--- src/rtl/rf_pkg.sv ---
// ---------------------------------------------------------------------------
// rf_pkg
// Shared constants and types for the register-bank writeback controller.
//   DATA_W / ADDR_W / NUM_REGS : register width, address width, bank depth
//   wb_src_t                   : writeback source, used as the arbiter pointer
//   REG_ZERO                   : the hardwired-zero register address
// ---------------------------------------------------------------------------
package rf_pkg;

  localparam int DATA_W   = 32;
  localparam int ADDR_W   = 5;
  localparam int NUM_REGS = 2 ** ADDR_W;

  typedef enum logic {
    SRC_ALU = 1'b0,
    SRC_MEM = 1'b1
  } wb_src_t;

  localparam logic [ADDR_W-1:0] REG_ZERO = '0;

endpackage

--- src/rtl/rf_writeback_ctrl_rr_arb2.sv ---
// ---------------------------------------------------------------------------
// rr_arb2
// Two-way round-robin arbiter with a registered priority pointer.
// Ports:
//   clk, rst_n : clock, asynchronous active-low reset
//   req[1:0]   : requests (bit 0 = ALU, bit 1 = MEM)
//   accept     : a granted transfer completed this cycle
//   grant[1:0] : one-hot (or zero) grant, combinational from req and pointer
// ---------------------------------------------------------------------------
module rr_arb2
  import rf_pkg::*;
(
  input  logic       clk,
  input  logic       rst_n,
  input  logic [1:0] req,
  input  logic       accept,
  output logic [1:0] grant
);

  wb_src_t ptr_q;
  wb_src_t ptr_d;

  always_comb begin
    grant = 2'b00;
    if (rst_n) begin
      unique case (req)
        2'b01:   grant = 2'b01;
        2'b10:   grant = 2'b10;
        2'b11:   grant = (ptr_q == SRC_ALU) ? 2'b01 : 2'b10;
        default: grant = 2'b00;
      endcase
    end
  end

  // After a transfer the other source becomes preferred; otherwise hold.
  always_comb begin
    ptr_d = ptr_q;
    if (accept) begin
      ptr_d = grant[0] ? SRC_MEM : SRC_ALU;
    end
  end

  always_ff @(posedge clk or negedge rst_n) begin
    if (!rst_n) begin
      ptr_q <= SRC_ALU;
    end else begin
      ptr_q <= ptr_d;
    end
  end

endmodule

--- src/rtl/rf_writeback_ctrl.sv ---
// ---------------------------------------------------------------------------
// rf_writeback_ctrl
// Shares the register bank's single write port between the ALU and the
// load/store unit (round-robin, valid/ready), and tracks pending writes so
// decode can stall on RAW/WAW hazards.
// Ports:
//   clk, rst_n                    : clock, asynchronous active-low reset
//   alu_valid/ready/addr/data     : ALU writeback request
//   mem_valid/ready/addr/data     : load writeback request
//   issue_valid/ready/addr        : decode reserving a destination register
//   query_a/b, busy_a/b           : source-operand pending lookups
//   rf_we/rf_waddr/rf_wdata       : registered bank write port
// ---------------------------------------------------------------------------
module rf_writeback_ctrl
  import rf_pkg::*;
#(
  parameter int DATA_W   = rf_pkg::DATA_W,
  parameter int ADDR_W   = rf_pkg::ADDR_W,
  parameter int NUM_REGS = rf_pkg::NUM_REGS
) (
  input  logic              clk,
  input  logic              rst_n,
  input  logic              alu_valid,
  output logic              alu_ready,
  input  logic [ADDR_W-1:0] alu_addr,
  input  logic [DATA_W-1:0] alu_data,
  input  logic              mem_valid,
  output logic              mem_ready,
  input  logic [ADDR_W-1:0] mem_addr,
  input  logic [DATA_W-1:0] mem_data,
  input  logic              issue_valid,
  output logic              issue_ready,
  input  logic [ADDR_W-1:0] issue_addr,
  input  logic [ADDR_W-1:0] query_a,
  input  logic [ADDR_W-1:0] query_b,
  output logic              busy_a,
  output logic              busy_b,
  output logic              rf_we,
  output logic [ADDR_W-1:0] rf_waddr,
  output logic [DATA_W-1:0] rf_wdata
);

  localparam logic [ADDR_W-1:0] ZERO_ADDR = '0;

  logic [1:0]          grant;
  logic                accept;
  logic [ADDR_W-1:0]   sel_addr;
  logic [DATA_W-1:0]   sel_data;

  logic                rf_we_q,    rf_we_d;
  logic [ADDR_W-1:0]   rf_waddr_q, rf_waddr_d;
  logic [DATA_W-1:0]   rf_wdata_q, rf_wdata_d;
  logic [NUM_REGS-1:0] pending_q,  pending_d;

  logic                commit_hit;
  logic                issue_fire;

  // ---------------------------------------------------------------- arbiter
  rr_arb2 u_arb (
    .clk    (clk),
    .rst_n  (rst_n),
    .req    ({mem_valid, alu_valid}),
    .accept (accept),
    .grant  (grant)
  );

  assign alu_ready = grant[0];
  assign mem_ready = grant[1];
  assign accept    = |grant;

  // ------------------------------------------------------ output register
  always_comb begin
    sel_addr   = grant[1] ? mem_addr : alu_addr;
    sel_data   = grant[1] ? mem_data : alu_data;
    rf_we_d    = 1'b0;
    rf_waddr_d = rf_waddr_q;
    rf_wdata_d = rf_wdata_q;
    if (accept) begin
      // Writes to the zero register are consumed but never reach the bank.
      rf_we_d    = (sel_addr != ZERO_ADDR);
      rf_waddr_d = sel_addr;
      rf_wdata_d = sel_data;
    end
  end

  // ------------------------------------------------------------ scoreboard
  // A reservation may proceed in the very cycle the blocking write commits.
  assign commit_hit  = rf_we_q && (rf_waddr_q == issue_addr);
  assign issue_ready = rst_n && ((issue_addr == ZERO_ADDR) ||
                                 !pending_q[issue_addr] || commit_hit);
  assign issue_fire  = issue_valid && issue_ready;

  always_comb begin
    pending_d = pending_q;
    if (rf_we_q) begin
      pending_d[rf_waddr_q] = 1'b0;
    end
    // Applied after the clear so a same-address set wins.
    if (issue_fire && (issue_addr != ZERO_ADDR)) begin
      pending_d[issue_addr] = 1'b1;
    end
    pending_d[0] = 1'b0;
  end

  assign busy_a = rst_n && (query_a != ZERO_ADDR) && pending_q[query_a];
  assign busy_b = rst_n && (query_b != ZERO_ADDR) && pending_q[query_b];

  // ------------------------------------------------------------- registers
  always_ff @(posedge clk or negedge rst_n) begin
    if (!rst_n) begin
      rf_we_q    <= 1'b0;
      rf_waddr_q <= '0;
      rf_wdata_q <= '0;
      pending_q  <= '0;
    end else begin
      rf_we_q    <= rf_we_d;
      rf_waddr_q <= rf_waddr_d;
      rf_wdata_q <= rf_wdata_d;
      pending_q  <= pending_d;
    end
  end

  assign rf_we    = rf_we_q;
  assign rf_waddr = rf_waddr_q;
  assign rf_wdata = rf_wdata_q;

endmodule

--- config.mk ---
export PLATFORM = sky130hd
export DESIGN_NAME = rf_writeback_ctrl
export DESIGN_NICKNAME = d
export VERILOG_FILES = /design/src/rtl/rf_pkg.sv /design/src/rtl/rf_writeback_ctrl_rr_arb2.sv /design/src/rtl/rf_writeback_ctrl.sv
export SDC_FILE = /design/constraint.sdc
export NUM_CORES = 1
export LEC_CHECK = 0
export CAP_MARGIN = 20
export CORE_ASPECT_RATIO = 1.5
export CORE_MARGIN = 1
export CORE_UTILIZATION = 30
export DETAILED_ROUTE_END_ITERATION = 8
export GPL_TIMING_DRIVEN = 0
export PLACE_DENSITY = 0.56
export SYNTH_ARGS = -nofsm -noshare
export SYNTH_HDL_FRONTEND = slang
export SYNTH_SLANG_ARGS = --single-unit
export TNS_END_PERCENT = 30
--- constraint.sdc ---
create_clock -name clk -period 3.7 [get_ports clk]
set_clock_uncertainty 0.1 [all_clocks]
set_input_delay 0.74 -clock clk [delete_from_list [all_inputs] [get_ports clk]]
set_output_delay 0.74 -clock clk [all_outputs]
set_load 0.02 [all_outputs]
# Yosys cells after proc, flatten, opt, wreduce, memory -nomap -nowiden
# Cells that the tools add are included.
[word_totals]
register_bits = 70
latch_bits = 0
ram_bits = 0
romBits = 0
in_bits = 94
elab_cells = 56
memories = 0
[classes]
addsub = 0
mul = 0
div = 0
order_cmp = 6
n_eq_ne = 4
shift = 0
n_mux = 19
bitwise_logic = 3
n_reduce_logical = 19
[op_table]
columns = ["cell", "count"]
rows = [
  ["2-to-1 mux 32 bit", 3],
  ["bitwise AND 32 bit", 1],
  ["NOT 32 bit", 1],
  ["bitwise OR 32 bit", 1],
  ["< comparator 5 x 6 -> 1 bit, second input constant", 4],
  ["nonzero test 5 bit", 4],
  ["binary-select mux 1 bit (select 5 bit)", 3],
  ["demux 1 bit (select 5 bit)", 2],
  ["greater-or-equal comparator 5 x 1 -> 1 bit, second input constant", 2],
  ["logical AND 1 bit", 10],
  ["2-to-1 mux 1 bit", 7],
  ["one-hot mux 2 bit (3 select lines)", 1],
  ["== test 5 bit", 1],
  ["zero test 5 bit", 1],
  ["2-to-1 mux 5 bit", 1],
  ["== test 2 bit, second input constant", 2],
  ["2-to-1 mux 2 bit", 2],
  ["== test 2 x 1 -> 1 bit, second input constant", 1],
  ["logical OR 1 bit", 2],
  ["OR reduction 2 bit", 1],
  ["zero test 1 bit", 1],
]

# Longest topological paths before layout
# Gate-level depths: netlist (run 1).
[logic_depth]
ltp_word = 9
mapped_depth = 8

# Cells and area by module
# A second synthesis (run 1) with hierarchy kept.
[unflattened]
hier_cells = 442
area_unflattened_um2 = 4376.7
[by_module_without_submodules]
columns = ["module", "n_inst", "cells_each", "area_each_um2", "seq_area_each_um2"]
rows = [
  ["rf_writeback_ctrl", 1, 434, 4311.6, 1726.7],
  ["rr_arb2", 1, 8, 65.1, 25.0],
]

# Worst setup path before layout (run 1)
# No wires, ideal clock.
[synth_path]
kind = "input to output"
startpoint = "in query_a[0]"
endpoint = "out busy_a"
arrival_ns = 2.161
setup_slack_ns = 0.699
path_stages = 5
path_cell_list = "buf_2 -> mux4_2 -> mux4_2 -> nand3_1 -> nand2_1"
[synth_between]
elab_chain_cells = 3
elab_cells_between_ends = 5
cone_classes = "2 x mux; 3 x reduce/logical"
[synth_lines]
columns = ["item", "line", "text"]
rows = [
  ["start, declared", "rf_writeback_ctrl.sv:34", "input logic [ADDR_W-1:0] query_a,"],
  ["binary-select mux 1 bit (select 5 bit) or nonzero test 5 bit (tied branches)", "rf_writeback_ctrl.sv:105", "assign busy_a = rst_n && (query_a != ZERO_ADDR) && pending_q[query_a];"],
  ["2-to-1 mux 1 bit (implied by the code) or logical AND 1 bit (tied branches)", "rf_writeback_ctrl.sv:105", ""],
  ["logical AND 1 bit *", "rf_writeback_ctrl.sv:105", ""],
  ["end, declared", "rf_writeback_ctrl.sv:36", "output logic busy_a,"],
]
# Every way passes the cells marked *; elsewhere a longest branch is shown, timed or not. The select of a mux whose other input is x is not followed.

# Worst setup path after layout (run 1)
[layout_path]
startpoint = "in issue_addr[4]"
endpoint = "out issue_ready"
[layout_between]
elab_chain_cells = 6
elab_cells_between_ends = 9
cone_classes = "1 x eq/ne; 2 x mux; 6 x reduce/logical"
[layout_lines]
columns = ["item", "line", "text"]
rows = [
  ["start, declared", "rf_writeback_ctrl.sv:33", "input logic [ADDR_W-1:0] issue_addr,"],
  ["binary-select mux 1 bit (select 5 bit)", "rf_writeback_ctrl.sv:90", "!pending_q[issue_addr] || commit_hit);"],
  ["2-to-1 mux 1 bit (implied by the code)", "rf_writeback_ctrl.sv:90", ""],
  ["zero test 1 bit", "rf_writeback_ctrl.sv:90", ""],
  ["logical OR 1 bit", "rf_writeback_ctrl.sv:89", "assign issue_ready = rst_n && ((issue_addr == ZERO_ADDR) ||"],
  ["logical OR 1 bit *", "rf_writeback_ctrl.sv:90", ""],
  ["logical AND 1 bit *", "rf_writeback_ctrl.sv:89", ""],
  ["end, declared", "rf_writeback_ctrl.sv:32", "output logic issue_ready,"],
]
# Marks and branches as above.

==> results of run 1 <==
[cells in the final DEF (no fill, tap or decap), drive strengths merged, types with 6 or more instances in the layout]
| cell | synthesis | routed |
|---|---|---|
| buf | 19 | 22 |
| clkbuf | 18 | 32 |
| clkdlybuf4s50 | 0 | 126 |
| dfrtp | 70 | 70 |
| mux2 | 6 | 6 |
| mux2i | 43 | 43 |
| mux4 | 22 | 22 |
| nand2 | 90 | 90 |
| nand3 | 60 | 60 |
| nand3b | 8 | 8 |
| nor2 | 39 | 39 |
| o21ai | 77 | 77 |
[state kept, by name, summed over array words and instances (netlist names)]
register and cells:
pending_q 31, rf_wdata 32, rf_waddr 5, rf_we 1
u_arb.ptr_q 1
[kinds of logic (layout without fill, tap and decap cells)]
family          count (synthesis)  in the layout
simple gates                  215            215
flops                          70             70
compound gates                 87             87
xor+xnor                        5              5
buf+inv                        38            189
mux                            71             71
[area by class of cell]
| class | count | area, um^2 | area share |
|---|---|---|---|
| well taps | 196 | 245 | 0.0385 |
| inverters | 1 | 3.75 | 0.000589 |
| clock buffers | 12 | 246 | 0.0387 |
| plain buffers | 37 | 208 | 0.0326 |
| flip-flops and latches | 70 | 1750 | 0.275 |
| clock inverters | 4 | 22.5 | 0.00353 |
| multi-input cells | 378 | 2520 | 0.395 |
| repair buffers | 135 | 1380 | 0.216 |
[worst register-to-register path, cell delays in order (launching register included)]
cell      delay (ns)
dfrtp_1         0.34
clkbuf_1        0.46
xnor2_1         0.19
nand4_1         0.17
o22ai_4         0.24
clkbuf_1        0.43
nand2_1         0.11
nand3_1         0.11
[metal layers]
| metal | GRT usage | share of wire |
|---|---|---|
| met3 | 0.0637 | 0.10 |
| met4 | 0.0870 | 0.029 |
| met5 | 0 | 0 |
| met1 | 0.222 | 0.36 |
| met2 | 0.362 | 0.51 |
[per-stage QoR]
stage          utilization  hold WS, ns  cells  area [um^2]  power (uW)
6_report             0.439        0.133    833         6370        3030
2_1_floorplan            -        0.344    486         4440        1750
4_1_cts              0.435        0.108    832         6320        3040
3_5_place_dp         0.414        0.370    814         6020        2240
5_1_grt              0.439        0.129    833         6370        3190
3_3_place_gp         0.413        0.363    813         5990        2200
[what timing repair did]
item,4_1_cts,5_1_grt
setup buffers,1,0
gates cloned,1,1
setup endpoints to repair,2,2
pin swaps,1,1
resized for setup,10,9
hold buffers,0,0
[where the power goes]
part | switching (uW) | internal (uW) | total (uW)
clock network | 320 | 468 | 788
logic | 492 | 561 | 1050
registers | 218 | 972 | 1190
total | 1030 | 2000 | 3030
[path summary, 6_finish.rpt]
path	end	slack, ns	start	depth (start not counted)
setup / recovery	issue_ready	0.07	issue_addr[4]	9
hold / removal	rf_wdata[7]$_DFFE_PN0P_	0.13	rst_n	1
setup reg to reg	pending_q[16]$_DFF_PN0_	1.47	rf_waddr[3]$_DFFE_PN0P_	7
hold reg to reg	rf_wdata[17]$_DFFE_PN0P_	0.37	rf_wdata[17]$_DFFE_PN0P_	2
max in group asynchronous	pending_q[20]$_DFF_PN0_	2.93	rst_n	2
min in group clk	rf_wdata[17]$_DFFE_PN0P_	0.37	rf_wdata[17]$_DFFE_PN0P_	2
==> impl_metrics.tcl, run 1 <==
set metrics [dict create \
    outcome "finished clean" \
    avgSynthCellArea_um2 9.13 \
    clk_latency_ns 0.33 \
    yosysMostFrequentCell "nand2_1" \
    antenna_found_initial 0 \
    clockBufferDepth 2 \
    clock-sinks 70 \
    path_max_fanout 10 \
    initial_core_util 0.305 \
    ys.flop_type "dfrtp_1" \
    critical-path-top-delay-family "buffers and inverters" \
    worst_pin_slew_ns 0.583 \
    synth-edff-count 0 \
    gp_congestion 0.927 \
    synth_simple_gate_area_frac 0.219 \
    fin_crit_sh 0.982 \
    synth-async-reset-ratio 1.00 \
    first_iter_violations 253 \
    diodes 0 \
    synth.distinct_cells 35 \
    synth_warnings 0 \
    grt_first_pass_wirelength_um 23400 \
    worstSetupStartpointType "input pin" \
    ctsHtreeMaxLevel 3 \
    post-route-drc-count 0 \
    synth_xor_area_frac 0.00987 \
    crit_buf_inv 4 \
    setup_ws_ns 0.0670 \
    die_h_um 151 \
    vdd_drop_max_mv 0.289 \
    ys_ff_latch 70 \
    setup_viol 0 \
    seq_area_frac_synth 0.395 \
    drt_pass1_iterations 5 \
    power.leakage_uw 0.00235 \
    via_count 4357 \
    cts_tree "built" \
    wl_per_cell_um 18.2 \
    vias_per_cell 5.23 \
    globalRouteOverflowTotal 0 \
    detail-route-antenna-nets 0 \
    fp.dieW_um 101 \
    cp-end-kind "primary output" \
    synth_compound_area_frac 0.107 \
    synth.area.mux_share 0.224 \
    dieArea_um2 15300 \
    wirelength_um 15200 \
    finalHoldViolCount 0 \
    netlist_area_um2 4440 \
    slew_viol_final 0 \
    grt_pass1_vias 4406 \
    synth_top_family_by_area "multiplexers" \
    synth_common_cells "nand2_1, o21ai_0, dfrtp_1" \
    required_ns 2.86 \
    p_per_area_nw_per_um2 475 \
    path_cells "clkdlybuf4s50_1, buf_6, nor4b_1, a32oi_1, and4_1, buf_2, and3_1, o21a_1, clkdlybuf4s15_2" \
    layout-area-overhead-vs-synth_pct 43.7 \
    synth_area_leaders "dfrtp_1, mux4_2, mux2i_1, o21ai_0, nand2_1" \
    max_stage_delay_ns 0.50 \
    synth_fa_ha_area_frac 0 \
    synth_cells 486 \
    nFillCells 1435 \
    port_buffers 131 \
    yosysTopAreaCellShare 0.395 \
    drv_cap 0 \
    grt_max_degree 67 \
    tns_ns 0 \
    dp_hpwl_um 11700 \
    drive_above_1_share 0.118 \
    cts_root_buffer "clkbuf_16" \
    finalNetCount 726 \
    row_count 54 \
    io_pins 137 \
    crit_type "input pin to primary output" \
    rsz0062_at_grt "false" \
    cp_slowest_cell "clkdlybuf4s50_1" \
    cp_data_arrival_time_ns 2.79 \
    cts.reportedPaths.clkPinSlew_ns 0.06 \
    synth_top_cell_by_area "dfrtp_1" \
    min_period_ns 3.63 \
    grt_usage 0.204 \
    dp_slack_ns -0.470 \
    fmax_ghz 0.275 \
    min_path_type "input pin to asynchronous set/reset pin" \
    design.core.area_um2 14500 \
    slew_headroom 0.611 \
    syn-num-nets 580 \
    cts_made_buffers 9 \
]
Note: power is estimated with default switching activity, not from simulation.
==> inputs of run 2 (changes only) <==
--- a/config.mk
+++ b/config.mk
@@ -5,13 +5,13 @@
 export SDC_FILE = /design/constraint.sdc
 export NUM_CORES = 1
 export LEC_CHECK = 0
-export CAP_MARGIN = 20
 export CORE_ASPECT_RATIO = 1.5
 export CORE_MARGIN = 1
-export CORE_UTILIZATION = 30
+export CORE_UTILIZATION = 51
 export DETAILED_ROUTE_END_ITERATION = 8
 export GPL_TIMING_DRIVEN = 0
-export PLACE_DENSITY = 0.56
+export PLACE_DENSITY = 0.87
+export SKIP_LAST_GASP = 1
 export SYNTH_ARGS = -nofsm -noshare
 export SYNTH_HDL_FRONTEND = slang
 export SYNTH_SLANG_ARGS = --single-unit
==> impl_metrics.tcl, run 2 (synthesis gave the netlist of run 1 again) <==
set metrics [dict create \
    final_cell_mix "clkdlybuf4s50_1, nand2_1, o21ai_0, dfrtp_1, nand3_1" \
    design.core.area_um2 8410 \
    worst_pin_slew_ns 0.611 \
    wl_per_cell_um 20.2 \
    final_common_cell "clkdlybuf4s50_1" \
    fp.dieW_um 78.2 \
    grt_first_pass_wirelength_um 23200 \
    dp_slack_ns -0.432 \
    dieArea_um2 9080 \
    cts_tree "built" \
    min_path_type "input pin to asynchronous set/reset pin" \
    detail-route-antenna-nets 0 \
    cts.reportedPaths.clkPinSlew_ns 0.06 \
    fin_crit_sh 1.01 \
    min_period_ns 3.73 \
    drive_above_1_share 0.118 \
    worstSetupStartpointType "input pin" \
    cts_made_buffers 9 \
    tns_ns -0.0281 \
    clk_latency_ns 0.33 \
    max_stage_delay_ns 0.51 \
    rsz0062_at_grt "true" \
    post-route-drc-count 0 \
    setup_viol 1 \
    ctsHtreeMaxLevel 3 \
    via_count 4681 \
    clock-sinks 70 \
    crit_type "input pin to primary output" \
    setup_ws_ns -0.0281 \
    cp_slowest_cell "clkdlybuf4s50_1" \
    cts_root_buffer "clkbuf_16" \
    outcome "complete, but fails checks" \
    crit_buf_inv 4 \
    dp_hpwl_um 11000 \
    cp-end-kind "primary output" \
    vias_per_cell 6.32 \
    grt_usage 0.335 \
    largest_reg_flops 32 \
    cp_data_arrival_time_ns 2.89 \
    row_count 41 \
    finalNetCount 723 \
    grt_pass1_vias 4694 \
    violations "setup timing" \
    p_per_area_nw_per_um2 496 \
    drt_pass1_iterations 7 \
    power.leakage_uw 0.00232 \
    die_h_um 116 \
    diodes 0 \
    required_ns 2.86 \
    layout-area-overhead-vs-synth_pct 40.7 \
    globalRouteOverflowTotal 0 \
    path_max_fanout 10 \
    clockBufferDepth 2 \
    initial_core_util 0.527 \
    drv_cap 0 \
    gp_congestion 0.946 \
    slew_headroom 0.593 \
    slew_viol_final 0 \
    antenna_found_initial 0 \
    ctsHoldBuffers 0 \
    critical-path-top-delay-family "buffers and inverters" \
    vdd_drop_max_mv 0.356 \
    grt_max_degree 72 \
    path_cells "clkdlybuf4s50_1, buf_4, nor4b_2, a32oi_1, and4_1, clkbuf_4, and3_1, o21a_1, clkdlybuf4s15_2" \
    finalHoldViolCount 0 \
    io_pins 137 \
    rrSetupSlack_ns 1.35 \
    fmax_ghz 0.268 \
    wirelength_um 14900 \
    port_buffers 131 \
    first_iter_violations 580 \
]
## run 2: cell count changes in the layout (fill, tap and decap cells not counted), moves of 2 or more
| cell | delta |
|---|---|
| buf_4 | -2 |
| clkbuf_4 | +2 |
| clkinvlp_4 | +3 |
| clkinv_2 | -3 |
| clkbuf_8 | +2 |
| clkbuf_1 | -2 |
## run 2: repair_timing
item | CTS | global route
resized for setup | 9 | 13
cloned | 0 | 1
endpoints found under the hold margin | 0 | 0
endpoints found under the setup margin | 2 | 2
buffers inserted | 0 | 0
## run 2: worst paths after layout
| path | startpoint | to | cells after the start |
|---|---|---|---|
| worst max-delay path | issue_addr[2] | issue_ready | 9 |
| worst min-delay path | rst_n | pending_q[6]$_DFF_PN0_ | 1 |
| worst max register to register | rf_waddr[4]$_DFFE_PN0P_ | pending_q[25]$_DFF_PN0_ | 7 |
| worst min register to register | rf_wdata[19]$_DFFE_PN0P_ | rf_wdata[19]$_DFFE_PN0P_ | 2 |
| max in group asynchronous | rst_n | rf_wdata[7]$_DFFE_PN0P_ | 1 |
| min in group clk | rf_wdata[19]$_DFFE_PN0P_ | rf_wdata[19]$_DFFE_PN0P_ | 2 |
## run 2: stage by stage
stage          hold WS, ns  area (um^2)  power, uW   util  cells
2_1_floorplan        0.344         4440       1750      -    486
3_3_place_gp         0.361         5880       2170  0.699    724
3_5_place_dp         0.370         5880       2220  0.699    724
4_1_cts              0.220         6200       3060  0.737    740
5_1_grt              0.219         6240       3230  0.742    741
6_report             0.194         6240       3100  0.742    741
## run 2: layout make-up
type,count,area [um^2]
clock inverters,4,30.0
flip-flops and latches,70,1750
fillers,603,2170
multi-input cells,378,2520
well taps,107,134
plain buffers,37,206
clock buffers,12,267
repair buffers,132,1330
inverters,1,3.75
## run 2: worst reg2reg max path: cells and delay by family (launching register included)
kind	cells	cell delay [ns]
AOI/OAI and AO/OA	1	0.33
xor gates and xnor gates	1	0.21
buffers and inverters	2	0.90
DFF	1	0.35
and+or+nand+nor	3	0.38
## run 2: power breakdown
part           internal [uW]  total, uW  switching (uW)
logic                    558       1070             515
clock network            508        835             327
registers                972       1190             217
## run 2: per-layer routing
layer  track usage  part of all wire  vias to the layer above
met1         0.356              0.34                     2161
met5             0                 0                        -
met4         0.207             0.056                        0
li1              -                 -                     2036
met3        0.0781             0.092                       99
met2         0.599              0.51                      385
